File: src/rtl/hello_rd_pkg.sv
// ============================================================================
// Module      : hello_rd_pkg
// Description : Shared types, defaults and helpers for the read-credit buffer.
// Revision    : 1.0 - initial release
// ============================================================================
`default_nettype none

package hello_rd_pkg;

    localparam int c_default_depth       = 8;
    localparam int c_default_data_width  = 512;
    localparam int c_default_mdata_width = 16;

    typedef struct packed {
        logic [c_default_data_width-1:0]  data;
        logic [c_default_mdata_width-1:0] mdata;
    } t_rd_entry;

    // Width able to hold every value 0..depth inclusive.
    function automatic int count_width(input int depth);
        return $clog2(depth + 1);
    endfunction

endpackage

`default_nettype wire

File: src/rtl/hello_rd_fifo_mem.sv
// ============================================================================
// Module      : hello_rd_fifo_mem
// Description : DEPTH-entry response store with registered head read.
// Revision    : 1.0 - initial release
// ============================================================================
`default_nettype none

module hello_rd_fifo_mem
    import hello_rd_pkg::*;
#(
    parameter int DEPTH       = c_default_depth,
    parameter int DATA_WIDTH  = c_default_data_width,
    parameter int MDATA_WIDTH = c_default_mdata_width
) (
    input  logic                          clk,
    input  logic                          reset_n,
    input  logic                          wr_en,
    input  logic [DATA_WIDTH-1:0]         wr_data,
    input  logic [MDATA_WIDTH-1:0]        wr_mdata,
    input  logic                          rd_en,
    output logic [DATA_WIDTH-1:0]         rd_data,
    output logic [MDATA_WIDTH-1:0]        rd_mdata,
    output logic [count_width(DEPTH)-1:0] count,
    output logic                          full,
    output logic                          empty
);

    localparam int                 c_ptr_w = $clog2(DEPTH);
    localparam int                 c_cnt_w = count_width(DEPTH);
    localparam logic [c_cnt_w-1:0] c_depth = c_cnt_w'(DEPTH);

    typedef struct packed {
        logic [DATA_WIDTH-1:0]  data;
        logic [MDATA_WIDTH-1:0] mdata;
    } t_entry;

    t_entry             r_mem [DEPTH];
    t_entry             r_head;
    t_entry             w_wr_entry;
    logic [c_ptr_w-1:0] r_wr_ptr;
    logic [c_ptr_w-1:0] r_rd_ptr;
    logic [c_ptr_w-1:0] w_rd_ptr_nxt;
    logic [c_cnt_w-1:0] r_count;
    logic               w_wr_ok;
    logic               w_rd_ok;

    assign full  = (r_count == c_depth);
    assign empty = (r_count == '0);
    assign count = r_count;

    assign w_rd_ok      = rd_en && !empty;
    assign w_wr_ok      = wr_en && (!full || w_rd_ok);
    assign w_wr_entry   = '{data: wr_data, mdata: wr_mdata};
    assign w_rd_ptr_nxt = w_rd_ok ? (r_rd_ptr + c_ptr_w'(1)) : r_rd_ptr;

    always_ff @(posedge clk or negedge reset_n) begin
        if (!reset_n) begin
            r_wr_ptr <= '0;
            r_rd_ptr <= '0;
            r_count  <= '0;
        end else begin
            if (w_wr_ok) begin
                r_wr_ptr <= r_wr_ptr + c_ptr_w'(1);
            end
            r_rd_ptr <= w_rd_ptr_nxt;
            case ({w_wr_ok, w_rd_ok})
                2'b10:   r_count <= r_count + c_cnt_w'(1);
                2'b01:   r_count <= r_count - c_cnt_w'(1);
                default: r_count <= r_count;
            endcase
        end
    end

    // The head slot is being written only when the queue is otherwise empty,
    // so forward the incoming entry straight into the head register.
    always_ff @(posedge clk) begin
        if (w_wr_ok) begin
            r_mem[r_wr_ptr] <= w_wr_entry;
        end
        r_head <= (w_wr_ok && (r_wr_ptr == w_rd_ptr_nxt)) ? w_wr_entry : r_mem[w_rd_ptr_nxt];
    end

    assign rd_data  = r_head.data;
    assign rd_mdata = r_head.mdata;

endmodule

`default_nettype wire

File: src/rtl/hello_rd_credit_buf.sv
// ============================================================================
// Module      : hello_rd_credit_buf
// Description : Credit-gated read-response buffer with quiescence counters.
// Revision    : 1.0 - initial release
// ============================================================================
`default_nettype none

module hello_rd_credit_buf
    import hello_rd_pkg::*;
#(
    parameter int DEPTH       = c_default_depth,
    parameter int DATA_WIDTH  = c_default_data_width,
    parameter int MDATA_WIDTH = c_default_mdata_width
) (
    input  logic                          clk,
    input  logic                          reset_n,
    input  logic                          rd_req_sent,
    output logic                          can_issue,
    input  logic                          rsp_valid,
    input  logic [DATA_WIDTH-1:0]         rsp_data,
    input  logic [MDATA_WIDTH-1:0]        rsp_mdata,
    output logic                          out_valid,
    input  logic                          out_ready,
    output logic [DATA_WIDTH-1:0]         out_data,
    output logic [MDATA_WIDTH-1:0]        out_mdata,
    output logic [count_width(DEPTH)-1:0] occupancy,
    output logic [count_width(DEPTH)-1:0] outstanding,
    output logic                          err
);

    localparam int                 c_cnt_w = count_width(DEPTH);
    localparam logic [c_cnt_w-1:0] c_depth = c_cnt_w'(DEPTH);

    logic [c_cnt_w-1:0] r_credits;
    logic [c_cnt_w-1:0] w_credits_nxt;
    logic               r_err;
    logic               w_err_nxt;
    logic               w_full;
    logic               w_empty;
    logic               w_deq;
    logic               w_enq;
    logic [c_cnt_w:0]   w_outstanding_raw;

    assign out_valid = !w_empty;
    assign w_deq     = out_valid && out_ready;
    assign w_enq     = rsp_valid && (!w_full || w_deq);

    hello_rd_fifo_mem #(
        .DEPTH       (DEPTH),
        .DATA_WIDTH  (DATA_WIDTH),
        .MDATA_WIDTH (MDATA_WIDTH)
    ) u_fifo_mem (
        .clk      (clk),
        .reset_n  (reset_n),
        .wr_en    (w_enq),
        .wr_data  (rsp_data),
        .wr_mdata (rsp_mdata),
        .rd_en    (w_deq),
        .rd_data  (out_data),
        .rd_mdata (out_mdata),
        .count    (occupancy),
        .full     (w_full),
        .empty    (w_empty)
    );

    always_comb begin
        w_credits_nxt = r_credits;
        w_err_nxt     = r_err;
        if (rsp_valid && w_full && !w_deq) begin
            w_err_nxt = 1'b1;
        end
        case ({rd_req_sent, w_deq})
            2'b10: begin
                if (r_credits == '0) begin
                    w_err_nxt = 1'b1;
                end else begin
                    w_credits_nxt = r_credits - c_cnt_w'(1);
                end
            end
            2'b01: begin
                // A return beyond DEPTH comes from a read issued before reset.
                if (r_credits == c_depth) begin
                    w_err_nxt = 1'b1;
                end else begin
                    w_credits_nxt = r_credits + c_cnt_w'(1);
                end
            end
            default: begin
                w_credits_nxt = r_credits;
            end
        endcase
    end

    always_ff @(posedge clk or negedge reset_n) begin
        if (!reset_n) begin
            r_credits <= c_depth;
            r_err     <= 1'b0;
        end else begin
            r_credits <= w_credits_nxt;
            r_err     <= w_err_nxt;
        end
    end

    assign can_issue = (r_credits != '0);
    assign err       = r_err;

    // Late pre-reset responses can drive the difference below zero; clamp it.
    assign w_outstanding_raw = {1'b0, c_depth} - {1'b0, r_credits} - {1'b0, occupancy};
    assign outstanding       = w_outstanding_raw[c_cnt_w] ? '0 : w_outstanding_raw[c_cnt_w-1:0];

endmodule

`default_nettype wire

File: config.mk
export PLATFORM = sky130hd
export DESIGN_NAME = hello_rd_credit_buf
export DESIGN_NICKNAME = d
export VERILOG_FILES = /design/src/rtl/hello_rd_pkg.sv /design/src/rtl/hello_rd_fifo_mem.sv /design/src/rtl/hello_rd_credit_buf.sv
export SDC_FILE = /design/constraint.sdc
export NUM_CORES = 2
export LEC_CHECK = 0
export CAP_MARGIN = 15
export CORE_ASPECT_RATIO = 0.7
export CORE_MARGIN = 3
export CORE_UTILIZATION = 35
export CTS_BUF_LIST = sky130_fd_sc_hd__clkbuf_8
export DETAILED_ROUTE_END_ITERATION = 16
export MAX_ROUTING_LAYER = met4
export SLEW_MARGIN = 20
export SYNTH_ARGS = -nofsm -noshare
export SYNTH_HDL_FRONTEND = slang
export SYNTH_HIERARCHICAL = 1
export SYNTH_MEMORY_MAX_BITS = 65536
export SYNTH_SLANG_ARGS = --single-unit
File: constraint.sdc
create_clock -name clk -period 90.8 [get_ports clk]
set_clock_uncertainty 0.2 [all_clocks]
set_input_delay 18.16 -clock clk [delete_from_list [all_inputs] [get_ports clk]]
set_output_delay 18.16 -clock clk [all_outputs]
set_load 0.05 [all_outputs]
==> reports/qor.csv <==
metric,value,unit
status,finished clean,
routed_via_density,4.99,
grt_antenna_before_repair,127,
io_buffers,1071,
fin_crit_sh,0.294,
die_h,571,µm
power_density,35.5,nW/µm²
first_global_vias,75900,
synthToLayoutAreaGrowth,18.5,%
worst_ep_required_time,72.44,ns
crit_slowest_cell,buf_4,
syn_area,160000,µm²
worstPathArrival,8.30,ns
clkTransAtPathRegs,0.06,ns
clockBufferDepth,4,
slew_headroom,0.174,
crit_path_end_kind,primary output,
cts_tree,built,
die_w,813,µm
die-area,465000,µm²
synth_cells,6234,
cts_max_level,6,
drt_iter0_markers,5831,
initial_core_util,0.353,
hpwl,222,mm
clk-insertion-delay-late,1.17,ns
clock-sinks,4242,
drive_gt1_frac,0.304,
peakVddDrop,0.0000323,V
vias,71800,
clockRootBuffer,clkbuf_8,
ys_ff_latch,4242,
numCtsBuffers,641,
crit_top_cell,buf_4,
grt_pass1_wl,552,mm
fin_nets,8343,
nFillCells,38700,
fmax,37.5,MHz
synth_fp_nets,6785,
synth_cell_type_count,41,
ant_nets,0,
slew_violations,0,
first_pass_iters,7,
seq_area_frac_synth,0.797,
post-route-util,0.419,
gp_congestion,0.752,
avgSynthCellArea,25.6,µm²
cp_max_fo,106,
rows,206,
wl,384,mm
setup_tns,0,ns
grt_overflow_total,0,
cts_hold_buf,0,
tightest_slew,1.24,ns
wl_per_cell,26.7,µm
grt_max_degree,110,
grt_usage,0.166,
finalHoldViolations,0,
path_cells,buf_12 -> buf_4 -> buf_4 -> buf_4 -> buf_4 -> mux4_2 -> mux2_2 -> clkdlybuf4s50_1,
path_class,reg -> out,
yosysWarningCount,6,
drc,0,
holdWs,0.273,ns
post_cts_buffers,0,
max-cap-violations,0,
pin_count,1072,
ctsResizeCount,0,
hp-class,reg -> reg,
setup_viol,0,
min_period,26.66,ns
slowest_delay,0.92,ns
power_leakage,0.0591,µW
core-area,452000,µm²
start_kind,flop,
rsz0062_at_grt,false,
final timing paths:
path                                        start                        to  slack [ns]  cells after the start
hold reg to reg            u_fifo_mem/r_rd_ptr[2]                      flop        0.27                      1
setup reg to reg              u_fifo_mem/count[0]  u_fifo_mem/r_mem[5][338]       83.94                     13
hold / removal             u_fifo_mem/r_rd_ptr[2]                      flop        0.27                      1
max in group asynchronous                 reset_n              r_credits[0]       72.66                      1
min in group asynchronous                 reset_n                       err       17.25                      1
setup / recovery                             flop             out_data[475]       64.14                      8
layout make-up:
class | count | area [µm²] | share of cell area
clock inverter | 471 | 2720 | 0.0144
sequential | 4242 | 127000 | 0.672
timing repair buffer | 1210 | 12000 | 0.0635
clock buffer | 646 | 8890 | 0.0470
multi-input combinational | 1681 | 30500 | 0.161
antenna | 90 | 225 | 0.00119
tap | 6032 | 7550 | 0.0399
inverter | 16 | 60.1 | 0.000317
report_power, final:
group / internal (µW) / leakage (µW) / switching [µW]
clock: 721 / 0.00659 / 731
sequential: 2460 / 0.0385 / 68.8
combinational: 1030 / 0.0140 / 1700
total: 4210 / 0.0591 / 2500
layout by cell type, fill, tap and decap left out, types with 15 or more instances in the layout:
cell / n
clkinv_1: 161
clkinv_2: 44
ha_1: 16
mux4_2: 1056
bufinv_16: 19
inv_1: 204
clkinvlp_4: 16
nand2_1: 15
clkdlybuf4s50_1: 1071
buf_12: 19
edfxtp_1: 4224
diode_2: 90
inv_6: 19
clkbuf_8: 646
mux2_2: 529
buf_4: 118
synth_stat cells:
cell type / number / area share
buf_1: 67 / 0.0016
and2_1: 2 / 0.000078
ha_1: 16 / 0.0013
a211oi_2: 1 / 0.000078
nand2_1: 15 / 0.00035
mux2_2: 529 / 0.037
o31ai_1: 1 / 0.000047
nand3b_1: 2 / 0.000094
clkinv_1: 1 / 0.000023
inv_1: 15 / 0.00035
edfxtp_1: 4224 / 0.79
mux4_2: 1056 / 0.15
nor4_1: 3 / 0.00012
xor2_1: 7 / 0.00038
nor4b_1: 1 / 0.000055
buf_6: 94 / 0.0066
buf_4: 1 / 0.000047
xnor2_1: 8 / 0.00044
a31oi_1: 1 / 0.000039
nand3_1: 1 / 0.000031
nor2_1: 8 / 0.00019
a21oi_2: 3 / 0.00016
or3_1: 1 / 0.000039
clkbuf_1: 100 / 0.0024
dfstp_2: 1 / 0.00016
o21ai_0: 1 / 0.000031
nand2b_1: 5 / 0.00020
mux2_4: 2 / 0.00019
or4b_2: 1 / 0.000063
dfrtp_1: 14 / 0.0022
dfxtp_1: 3 / 0.00038
mux2i_1: 1 / 0.000063
buf_2: 33 / 0.0010
nor3b_1: 1 / 0.000047
fa_1: 2 / 0.00025
a21o_1: 2 / 0.000094
a21boi_0: 1 / 0.000047
nor3_1: 6 / 0.00019
a2111oi_0: 1 / 0.000055
o21a_1: 1 / 0.000047
a21oi_1: 2 / 0.000063
critical path: cells and delay by family, from the launching register on:
kind | cells | cell delay, ns
buffers and inverters | 6 | 4.83
DFF | 1 | 0.87
muxes | 2 | 0.75
sequential cells by signal (all words and copies together) (netlist names), named ones only:
name                 cells
u_fifo_mem/r_mem      4224
u_fifo_mem/r_rd_ptr      3
u_fifo_mem/r_wr_ptr      3
r_credits                4
err                      1
u_fifo_mem/count         4
layer usage:
layer	track usage	wire length [µm]	share of wire
met5	-	0	0
met4	0.0439	9440	0.025
met3	0.0463	30100	0.078
met2	0.264	189000	0.49
met1	0.212	156000	0.41
kinds of logic (layout without fill, tap and decap cells):
family / count (synthesis) / in the layout / share of synthesized area
flip-flops: 4242 / 4242 / 0.797
multiplexers: 1588 / 1588 / 0.186
buffers and inverters: 311 / 2343 / 0.0120
AND/OR/NAND/NOR: 46 / 46 / 0.00145
adder cells (fa/ha/maj): 18 / 18 / 0.00150
XOR/XNOR: 15 / 15 / 0.000823
AO/OA/AOI/OAI: 14 / 14 / 0.000666
other: 0 / 90 / 0
per-stage QoR:
step | cells | total power [µW] | instance area (µm²) | setup slack, ns
3_5_place_dp | 13200 | 5350 | 177000 | 64.87
4_1_cts | 14300 | 6820 | 189000 | 63.41
6_report | 14400 | 6710 | 189000 | 64.14
5_1_grt | 14400 | 7010 | 189000 | 63.31
2_1_floorplan | 6234 | 4800 | 160000 | 19.47
3_3_place_gp | 13200 | 5330 | 177000 | 64.88
Note: power is estimated with default switching activity, not from simulation.
